===== config.mk =====
export PLATFORM = sky130hd
export DESIGN_NAME = second_game_controller_flat
export DESIGN_NICKNAME = d
export VERILOG_FILES = /design/src/rtl/second_game_controller_if.sv /design/src/rtl/second_game_controller.sv /design/src/flat_wrapper.sv
export SDC_FILE = /design/constraint.sdc
export NUM_CORES = 1
export LEC_CHECK = 0
export ABC_CLOCK_PERIOD_IN_PS = 7600
export BUFFER_PORTS_ARGS = -buffer_cell sky130_fd_sc_hd__buf_2
export CAP_MARGIN = 20
export CORE_AREA = 4 4 75 129
export CTS_BUF_LIST = sky130_fd_sc_hd__clkbuf_4 sky130_fd_sc_hd__clkbuf_8
export CTS_CLUSTER_DIAMETER = 200
export DETAILED_ROUTE_END_ITERATION = 8
export DIE_AREA = 0 0 79 133
export GPL_ROUTABILITY_DRIVEN = 0
export PLACE_DENSITY_LB_ADDON = 0.05
export SKIP_CTS_REPAIR_TIMING = 1
export SYNTH_ARGS = -nofsm -noshare
export SYNTH_HDL_FRONTEND = slang
export SYNTH_SLANG_ARGS = --single-unit

===== constraint.sdc =====
create_clock -name i_clk -period 7.6 [get_ports i_clk]
set_input_delay 0.76 -clock i_clk [delete_from_list [all_inputs] [get_ports i_clk]]
set_output_delay 0.76 -clock i_clk [all_outputs]
set_load 0.1 [all_outputs]

===== src/rtl/second_game_controller_if.sv =====
// ---------------------------------------------------------------------------
// second_game_controller_if
//
// Bundles the per-pixel and per-frame signals exchanged between the second
// game controller and the video/input front end.
//
//   i_frame_tick       one-cycle pulse per video frame
//   i_start            start/restart request (level)
//   i_left / i_right   move buttons (level)
//   i_disp_enbl        display enable for the current pixel
//   i_h_coord          current horizontal pixel (11 bits)
//   i_v_coord          current vertical pixel (10 bits)
//   i_is_obstacle      obstacle map hit for the current pixel
//   o_screen_square_x  player centre x in field coordinates
//   o_scroll_offset    obstacle map vertical offset
//   o_score            frames survived
//   o_lives            remaining lives
//   o_state            IDLE=0, PLAY=1, HIT=2, OVER=3
//   o_game_over        high while in OVER
//
// The master modport is the front end (drives the inputs). The slave modport
// is the controller.
// ---------------------------------------------------------------------------
interface second_game_controller_if #(
   parameter int SECOND_GAME_SCREEN_WIDTH  = 400,
   parameter int SECOND_GAME_SCREEN_HEIGHT = 600
);
   localparam int X_W = $clog2(SECOND_GAME_SCREEN_WIDTH);
   localparam int Y_W = $clog2(SECOND_GAME_SCREEN_HEIGHT);

   logic           i_frame_tick;
   logic           i_start;
   logic           i_left;
   logic           i_right;
   logic           i_disp_enbl;
   logic [10:0]    i_h_coord;
   logic [9:0]     i_v_coord;
   logic           i_is_obstacle;
   logic [X_W-1:0] o_screen_square_x;
   logic [Y_W-1:0] o_scroll_offset;
   logic [15:0]    o_score;
   logic [1:0]     o_lives;
   logic [1:0]     o_state;
   logic           o_game_over;

   modport master (
      output i_frame_tick, i_start, i_left, i_right, i_disp_enbl,
             i_h_coord, i_v_coord, i_is_obstacle,
      input  o_screen_square_x, o_scroll_offset, o_score, o_lives,
             o_state, o_game_over
   );

   modport slave (
      input  i_frame_tick, i_start, i_left, i_right, i_disp_enbl,
             i_h_coord, i_v_coord, i_is_obstacle,
      output o_screen_square_x, o_scroll_offset, o_score, o_lives,
             o_state, o_game_over
   );
endinterface


===== src/rtl/second_game_controller.sv =====
// ---------------------------------------------------------------------------
// second_game_controller
//
// Game-state controller for a vertical-scroller dodge game. The player box
// moves horizontally once per frame. The obstacle map scrolls underneath it.
// A collision is detected pixel by pixel while the beam is inside the player
// box, and it is acted on at the next frame tick. After a hit the game
// freezes for HIT_FRAMES frames. It then resumes, or it ends once no lives
// remain.
//
// Ports:
//   i_clk    clock
//   i_rst_n  asynchronous active-low reset
//   bus      second_game_controller_if.slave (see the interface for fields)
//
// Every output is a register. It updates on the clock edge after the
// qualifying input.
// ---------------------------------------------------------------------------
module second_game_controller #(
   parameter int SECOND_GAME_START_X       = 400,
   parameter int SECOND_GAME_SCREEN_WIDTH  = 400,
   parameter int SECOND_GAME_SCREEN_HEIGHT = 600,
   parameter int SECOND_GAME_PLAYER_SIZE   = 20,
   parameter int MOVE_STEP                 = 4,
   parameter int SCROLL_STEP               = 2,
   parameter int HIT_FRAMES                = 60,
   parameter int START_LIVES               = 3
) (
   input logic                     i_clk,
   input logic                     i_rst_n,
   second_game_controller_if.slave bus
);

   localparam int X_W   = $clog2(SECOND_GAME_SCREEN_WIDTH);
   localparam int X_W1  = X_W + 1;
   localparam int Y_W   = $clog2(SECOND_GAME_SCREEN_HEIGHT);
   localparam int Y_W1  = Y_W + 1;
   localparam int CNT_W = (HIT_FRAMES > 0) ? $clog2(HIT_FRAMES + 1) : 1;

   localparam logic [X_W-1:0]   X_HOME    = X_W'(SECOND_GAME_SCREEN_WIDTH / 2);
   localparam logic [X_W-1:0]   X_MIN     = X_W'(SECOND_GAME_PLAYER_SIZE);
   localparam logic [X_W-1:0]   X_MAX     = X_W'(SECOND_GAME_SCREEN_WIDTH - 1 - SECOND_GAME_PLAYER_SIZE);
   localparam logic [X_W-1:0]   X_STEP    = X_W'(MOVE_STEP);
   localparam logic [Y_W-1:0]   Y_STEP    = Y_W'(SCROLL_STEP);
   localparam logic [Y_W1-1:0]  Y_HEIGHT  = Y_W1'(SECOND_GAME_SCREEN_HEIGHT);
   localparam logic [9:0]       V_LIMIT   = 10'(SECOND_GAME_PLAYER_SIZE / 2 + SECOND_GAME_PLAYER_SIZE);
   localparam logic [11:0]      START_X12 = 12'(SECOND_GAME_START_X);
   localparam logic [11:0]      SIZE12    = 12'(SECOND_GAME_PLAYER_SIZE);
   localparam logic [CNT_W-1:0] HIT_LOAD  = CNT_W'(HIT_FRAMES);
   localparam logic [CNT_W-1:0] CNT_ONE   = CNT_W'(1);
   localparam logic [1:0]       LIVES0    = 2'(START_LIVES);

   typedef enum logic [1:0] {
      IDLE = 2'd0,
      PLAY = 2'd1,
      HIT  = 2'd2,
      OVER = 2'd3
   } state_t;

   state_t           state;
   logic [X_W-1:0]   pos_x;
   logic [Y_W-1:0]   scroll;
   logic [15:0]      score;
   logic [1:0]       lives;
   logic             hit_latch;
   logic [CNT_W-1:0] hit_count;
   logic             game_over;

   logic signed [11:0] rel_h;
   logic signed [11:0] box_lo;
   logic signed [11:0] box_hi;
   logic               hit_now;
   logic [X_W-1:0]     x_moved;
   logic [Y_W1-1:0]    scroll_sum;
   logic [Y_W-1:0]     scroll_next;
   logic [15:0]        score_next;

   // Pixel-level collision test. The beam position is converted to field
   // coordinates as a signed value, so pixels left of the field origin come
   // out negative and can never fall inside the box. Only the top rows of the
   // field, where the player box is drawn, are considered.
   always_comb begin
      rel_h   = $signed({1'b0, bus.i_h_coord}) - $signed(START_X12);
      box_lo  = $signed(12'(pos_x)) - $signed(SIZE12);
      box_hi  = $signed(12'(pos_x)) + $signed(SIZE12);
      hit_now = (state == PLAY) && bus.i_disp_enbl && bus.i_is_obstacle &&
                (rel_h >= box_lo) && (rel_h <= box_hi) &&
                (bus.i_v_coord <= V_LIMIT);
   end

   // Candidate per-frame movement. The sums are widened by one bit so the
   // clamp against the field edges cannot be defeated by wraparound.
   always_comb begin
      x_moved = pos_x;
      if (bus.i_left && !bus.i_right) begin
         if (X_W1'(pos_x) < (X_W1'(X_MIN) + X_W1'(X_STEP)))
            x_moved = X_MIN;
         else
            x_moved = pos_x - X_STEP;
      end else if (bus.i_right && !bus.i_left) begin
         if ((X_W1'(pos_x) + X_W1'(X_STEP)) > X_W1'(X_MAX))
            x_moved = X_MAX;
         else
            x_moved = pos_x + X_STEP;
      end
   end

   // Scroll wraps modulo the field height. The score saturates rather than
   // rolling over.
   always_comb begin
      scroll_sum  = Y_W1'(scroll) + Y_W1'(Y_STEP);
      scroll_next = (scroll_sum >= Y_HEIGHT) ? Y_W'(scroll_sum - Y_HEIGHT)
                                             : scroll_sum[Y_W-1:0];
      score_next  = (score == 16'hFFFF) ? score : score + 16'd1;
   end

   // Main game FSM. IDLE continuously reloads the starting values, so a
   // restart from OVER only has to return to IDLE. The collision latch
   // remembers a hit seen anywhere during the frame until the next tick acts
   // on it.
   always_ff @(posedge i_clk or negedge i_rst_n) begin
      if (!i_rst_n) begin
         state     <= IDLE;
         pos_x     <= X_HOME;
         scroll    <= '0;
         score     <= '0;
         lives     <= LIVES0;
         hit_latch <= 1'b0;
         hit_count <= '0;
         game_over <= 1'b0;
      end else begin
         case (state)
            IDLE: begin
               pos_x     <= X_HOME;
               scroll    <= '0;
               score     <= '0;
               lives     <= LIVES0;
               hit_latch <= 1'b0;
               hit_count <= '0;
               game_over <= 1'b0;
               if (bus.i_start)
                  state <= PLAY;
            end
            PLAY: begin
               if (bus.i_frame_tick) begin
                  hit_latch <= 1'b0;
                  if (hit_latch || hit_now) begin
                     state     <= HIT;
                     lives     <= (lives != 2'd0) ? lives - 2'd1 : 2'd0;
                     hit_count <= HIT_LOAD;
                  end else begin
                     pos_x  <= x_moved;
                     scroll <= scroll_next;
                     score  <= score_next;
                  end
               end else if (hit_now) begin
                  hit_latch <= 1'b1;
               end
            end
            HIT: begin
               hit_latch <= 1'b0;
               if (bus.i_frame_tick) begin
                  if (hit_count <= CNT_ONE) begin
                     hit_count <= '0;
                     if (lives == 2'd0) begin
                        state     <= OVER;
                        game_over <= 1'b1;
                     end else begin
                        state <= PLAY;
                     end
                  end else begin
                     hit_count <= hit_count - CNT_ONE;
                  end
               end
            end
            OVER: begin
               hit_latch <= 1'b0;
               if (bus.i_start) begin
                  state     <= IDLE;
                  pos_x     <= X_HOME;
                  scroll    <= '0;
                  score     <= '0;
                  lives     <= LIVES0;
                  hit_count <= '0;
                  game_over <= 1'b0;
               end
            end
            default: begin
               state <= IDLE;
            end
         endcase
      end
   end

   assign bus.o_screen_square_x = pos_x;
   assign bus.o_scroll_offset   = scroll;
   assign bus.o_score           = score;
   assign bus.o_lives           = lives;
   assign bus.o_state           = state;
   assign bus.o_game_over       = game_over;

endmodule

===== src/flat_wrapper.sv =====
// flat-port wrapper written by rule: the top's interface ports become plain ports
module second_game_controller_flat 
#(
   parameter int SECOND_GAME_START_X       = 400,
   parameter int SECOND_GAME_SCREEN_WIDTH  = 400,
   parameter int SECOND_GAME_SCREEN_HEIGHT = 600,
   parameter int SECOND_GAME_PLAYER_SIZE   = 20,
   parameter int MOVE_STEP                 = 4,
   parameter int SCROLL_STEP               = 2,
   parameter int HIT_FRAMES                = 60,
   parameter int START_LIVES               = 3
)
  (i_clk, i_rst_n, bus_i_frame_tick, bus_i_start, bus_i_left, bus_i_right, bus_i_disp_enbl, bus_i_h_coord, bus_i_v_coord, bus_i_is_obstacle, bus_o_screen_square_x, bus_o_scroll_offset, bus_o_score, bus_o_lives, bus_o_state, bus_o_game_over);
  second_game_controller_if #(.SECOND_GAME_SCREEN_WIDTH(SECOND_GAME_SCREEN_WIDTH), .SECOND_GAME_SCREEN_HEIGHT(SECOND_GAME_SCREEN_HEIGHT)) bus_i ();
  input logic i_clk;
  input logic i_rst_n;
  input wire logic [$bits(bus_i.i_frame_tick)-1:0] bus_i_frame_tick;
  input wire logic [$bits(bus_i.i_start)-1:0] bus_i_start;
  input wire logic [$bits(bus_i.i_left)-1:0] bus_i_left;
  input wire logic [$bits(bus_i.i_right)-1:0] bus_i_right;
  input wire logic [$bits(bus_i.i_disp_enbl)-1:0] bus_i_disp_enbl;
  input wire logic [$bits(bus_i.i_h_coord)-1:0] bus_i_h_coord;
  input wire logic [$bits(bus_i.i_v_coord)-1:0] bus_i_v_coord;
  input wire logic [$bits(bus_i.i_is_obstacle)-1:0] bus_i_is_obstacle;
  output wire logic [$bits(bus_i.o_screen_square_x)-1:0] bus_o_screen_square_x;
  output wire logic [$bits(bus_i.o_scroll_offset)-1:0] bus_o_scroll_offset;
  output wire logic [$bits(bus_i.o_score)-1:0] bus_o_score;
  output wire logic [$bits(bus_i.o_lives)-1:0] bus_o_lives;
  output wire logic [$bits(bus_i.o_state)-1:0] bus_o_state;
  output wire logic [$bits(bus_i.o_game_over)-1:0] bus_o_game_over;
  assign bus_i.i_frame_tick = bus_i_frame_tick;
  assign bus_i.i_start = bus_i_start;
  assign bus_i.i_left = bus_i_left;
  assign bus_i.i_right = bus_i_right;
  assign bus_i.i_disp_enbl = bus_i_disp_enbl;
  assign bus_i.i_h_coord = bus_i_h_coord;
  assign bus_i.i_v_coord = bus_i_v_coord;
  assign bus_i.i_is_obstacle = bus_i_is_obstacle;
  assign bus_o_screen_square_x = bus_i.o_screen_square_x;
  assign bus_o_scroll_offset = bus_i.o_scroll_offset;
  assign bus_o_score = bus_i.o_score;
  assign bus_o_lives = bus_i.o_lives;
  assign bus_o_state = bus_i.o_state;
  assign bus_o_game_over = bus_i.o_game_over;
  second_game_controller #(.SECOND_GAME_START_X(SECOND_GAME_START_X), .SECOND_GAME_SCREEN_WIDTH(SECOND_GAME_SCREEN_WIDTH), .SECOND_GAME_SCREEN_HEIGHT(SECOND_GAME_SCREEN_HEIGHT), .SECOND_GAME_PLAYER_SIZE(SECOND_GAME_PLAYER_SIZE), .MOVE_STEP(MOVE_STEP), .SCROLL_STEP(SCROLL_STEP), .HIT_FRAMES(HIT_FRAMES), .START_LIVES(START_LIVES)) u_core (.i_clk(i_clk), .i_rst_n(i_rst_n), .bus(bus_i));
endmodule

==> results.cfg <==
[run_status]
outcome = completed

[pwr]
peakVddDrop_mv = 0.164
leakage_nw = 2.15
power_mw = 1.55
powerDensity_mw_per_mm2 = 328
p_comb_share_pct = 63.3
clkPwrFrac_pct = 12.8
swShare_pct = 55.7
p_int_uw = 685
p_switching_uw = 861
seq_power_share_pct = 23.9

[routing]
wl_mm = 11.6
post-route-drc-count = 0
drtIter0Drc = 174
vias = 4058
ant_nets = 0
routedWlPerCell_um = 17.1
dr.pass1.iters = 4
viasPerCell = 5.97

[timing]
finalHoldViolCount = 0
tns_ns = 0
whs_ns = 0.517
setup_viol = 0
rsz0062_at_grt = false
clock_skew_ns = 0.0105
period_needed_ns = 3.88
tightest_slew_ns = 0.759
drv_slew = 0
max_slew_margin_pct = 49.4
finalCritPeriodShare_pct = 51.1
setup_slack_ns = 3.72
max_freq_ghz = 0.257

[placement]
io_buffers = 67
placedCellCount = 672
pre_cts_slack_ns = 3.61
dp_hpwl_mm = 8.79

[floorplan]
die_w_um = 79
start_util_pct = 48.7
placementRows = 45
die_area_sq_mm = 0.0105
coreArea_sq_mm = 0.00867
io-pin-count = 69
die_h_um = 133

[critical_path]
startpoint = u_core.bus.o_screen_square_x[5]
reg2reg_depth = 12
cp.arrival_ns = 4.09
reg2reg_to = u_core.bus.o_score[5]
crit_type = flop to flop
required_ns = 7.80
worst-path-max-fanout = 20
cp-end-kind = flop
worstSetupEndpoint = u_core.bus.o_score[5]
reg2reg_slack_ns = 3.72
start_kind = flop
timing.rr.start = u_core.bus.o_screen_square_x[5]

[clocking]
htree_num_levels = 2
cts_inserted_buffers = 5
cts_sinks = 45
cts_tree = yes
clkTransAtPathRegs_ns = 0.09
cts_buffer_depth = 2
clk_latency_ns = 0.31
cts_root_buffer = clkbuf_8

[yosys]
synth_top_family_by_area = compound AO/OA/AOI/OAI gates
postSynth.asyncResetShare_pct = 100
synthAdderAreaFrac_pct = 10.7
synthSimpleGateAreaFrac_pct = 22.8
synth_mux_area_share_pct = 2.25
syn-num-nets = 578
yosysWarnings = 0
ys_types = 75
synth_compound_area_share_pct = 25.5
ys.flop_type = dfrtp_1
synthXorXnorAreaFrac_pct = 5.96
synth.yosys.seq_area_share_pct = 26.8
ys_seq_elements = 45
synth_edf_count = 0
synth.top_cell.area_share_pct = 23.7
avgSynthCellArea_sq_um = 8.23
synth_area_leader_cell = dfrtp_1
synth_area_leaders = dfrtp_1, ha_1, a21oi_1
syn-instance-count = 513
synth_area_sq_mm = 0.00422

[layout]
n_fill_cell = 867
n_antenna_cell = 0
ff_latch_area_sq_mm = 0.00113
layout_common_cells = buf_2, nand2_1, a21oi_1, dfrtp_1, ha_1
stdcell_count = 680
final_nets = 627
drive_gt1_share_pct = 18.7
multi_input_area_sq_mm = 0.00284
area_growth_pct = 11.6
final_common_cell = buf_2

[grt]
antenna_found_initial = 0
grt_pass1_vias = 4004
grt_use_total_pct = 22.1
grt_max_degree = 46
grt_pass1_wl_mm = 18.9
grt-ovfl-total = 0

[min_path]
hold_path_class = flop to flop

[job]
maxCapViolCount = 0
==> power by group through the flow <==
| stage | Sequential (mW) | Clock, mW | Combinational [mW] |
|---|---|---|---|
| finish | 0.369 | 0.198 | 0.978 |
| global route | 0.379 | 0.211 | 1.06 |
| CTS | 0.367 | 0.203 | 0.980 |
| detailed placement | 0.371 | 0 | 0.977 |
| global placement | 0.370 | 0 | 0.970 |
| floorplan | 0.543 | 0 | 0.602 |
==> final cells by class <==
class                   instances  area share [%]
clock buffers                   7            1.91
inverters                      30            2.39
repair buffers                 70            7.59
clock inverters                 1           0.637
well taps                     117            3.11
multi-input cells             410            60.3
flip-flops and latches         45            24.0
==> layer usage <==
metal | vias up | part of all wire (%) | track usage (%) | routed length [um]
met3 | 24 | 3.4 | 2.66 | 396
met5 | - | 0 | 0 | 0
met4 | 0 | 2.7 | 8.80 | 318
met1 | 1968 | 38 | 23.4 | 4380
li1 | 1981 | - | - | -
met2 | 85 | 56 | 42.8 | 6550
==> worst min-delay path by stage <==
stage	startpoint	endpoint	slack, ns	depth (start not counted)
2_1_floorplan	i_rst_n	u_core.bus.o_game_over	0.46	0
3_3_place_gp	u_core.hit_count[4]	u_core.hit_count[4]	0.49	1
3_5_place_dp	u_core.hit_count[4]	u_core.hit_count[4]	0.48	1
4_1_cts	u_core.hit_count[4]	u_core.hit_count[4]	0.51	1
5_1_grt	u_core.hit_count[4]	u_core.hit_count[4]	0.53	1
6_report	u_core.hit_count[4]	u_core.hit_count[4]	0.52	1
==> kinds of logic (layout without fill, tap and decap cells) <==
family	count (synthesis)	count (layout)
simple gates	185	185
fa+ha+maj	36	36
other cells	1	1
buf+inv	58	108
mux	9	9
compound gates	152	152
xor+xnor	27	27
flops	45	45
==> per-stage QoR <==
step,instance area [sq um],utilization (%)
floorplan,4220,-
CTS,4710,54.3
finish,4710,54.3
global placement,4590,53.0
global route,4710,54.3
detailed placement,4590,53.0
==> flip-flops by register name (all words and copies together) (netlist names) <==
signal and flops:
u_core.bus.o_score 16, u_core.hit_latch 1, u_core.hit_count 6, u_core.bus.o_state 2, u_core.bus.o_game_over 1, u_core.bus.o_screen_square_x 8
u_core.bus.o_scroll_offset 9, u_core.bus.o_lives 2
==> cells in the mapped netlist (all sizes together), types with 5 or more instances <==
cell and instances:
and2 7, xnor2 17, nor4 6, nand2b 7, dfrtp 40, clkbuf 18, nor2 33, nand2 47
dfstp 5, a21oi 42, nor3 17, a31oi 9, a22o 9, xor2 10, buf 10, o211ai 13
nand3 21, inv 29, a211oi 7, o21ai 32, ha 36, mux2i 8, nand4 14, and3 15
==> worst max-delay path, cell delays in order, from the launching register on <==
cell and delay (ns):
dfrtp_1 0.81, nand3_1 0.24, or3_1 0.44, ha_1 0.32, nand4_1 0.08, nor2_1 0.18
o211ai_1 0.13, o211ai_1 0.11, o21bai_2 0.16, a21oi_4 0.52, nand3_2 0.24, o211a_1 0.27
a221o_1 0.25
Note: power is estimated with default switching activity, not from simulation.
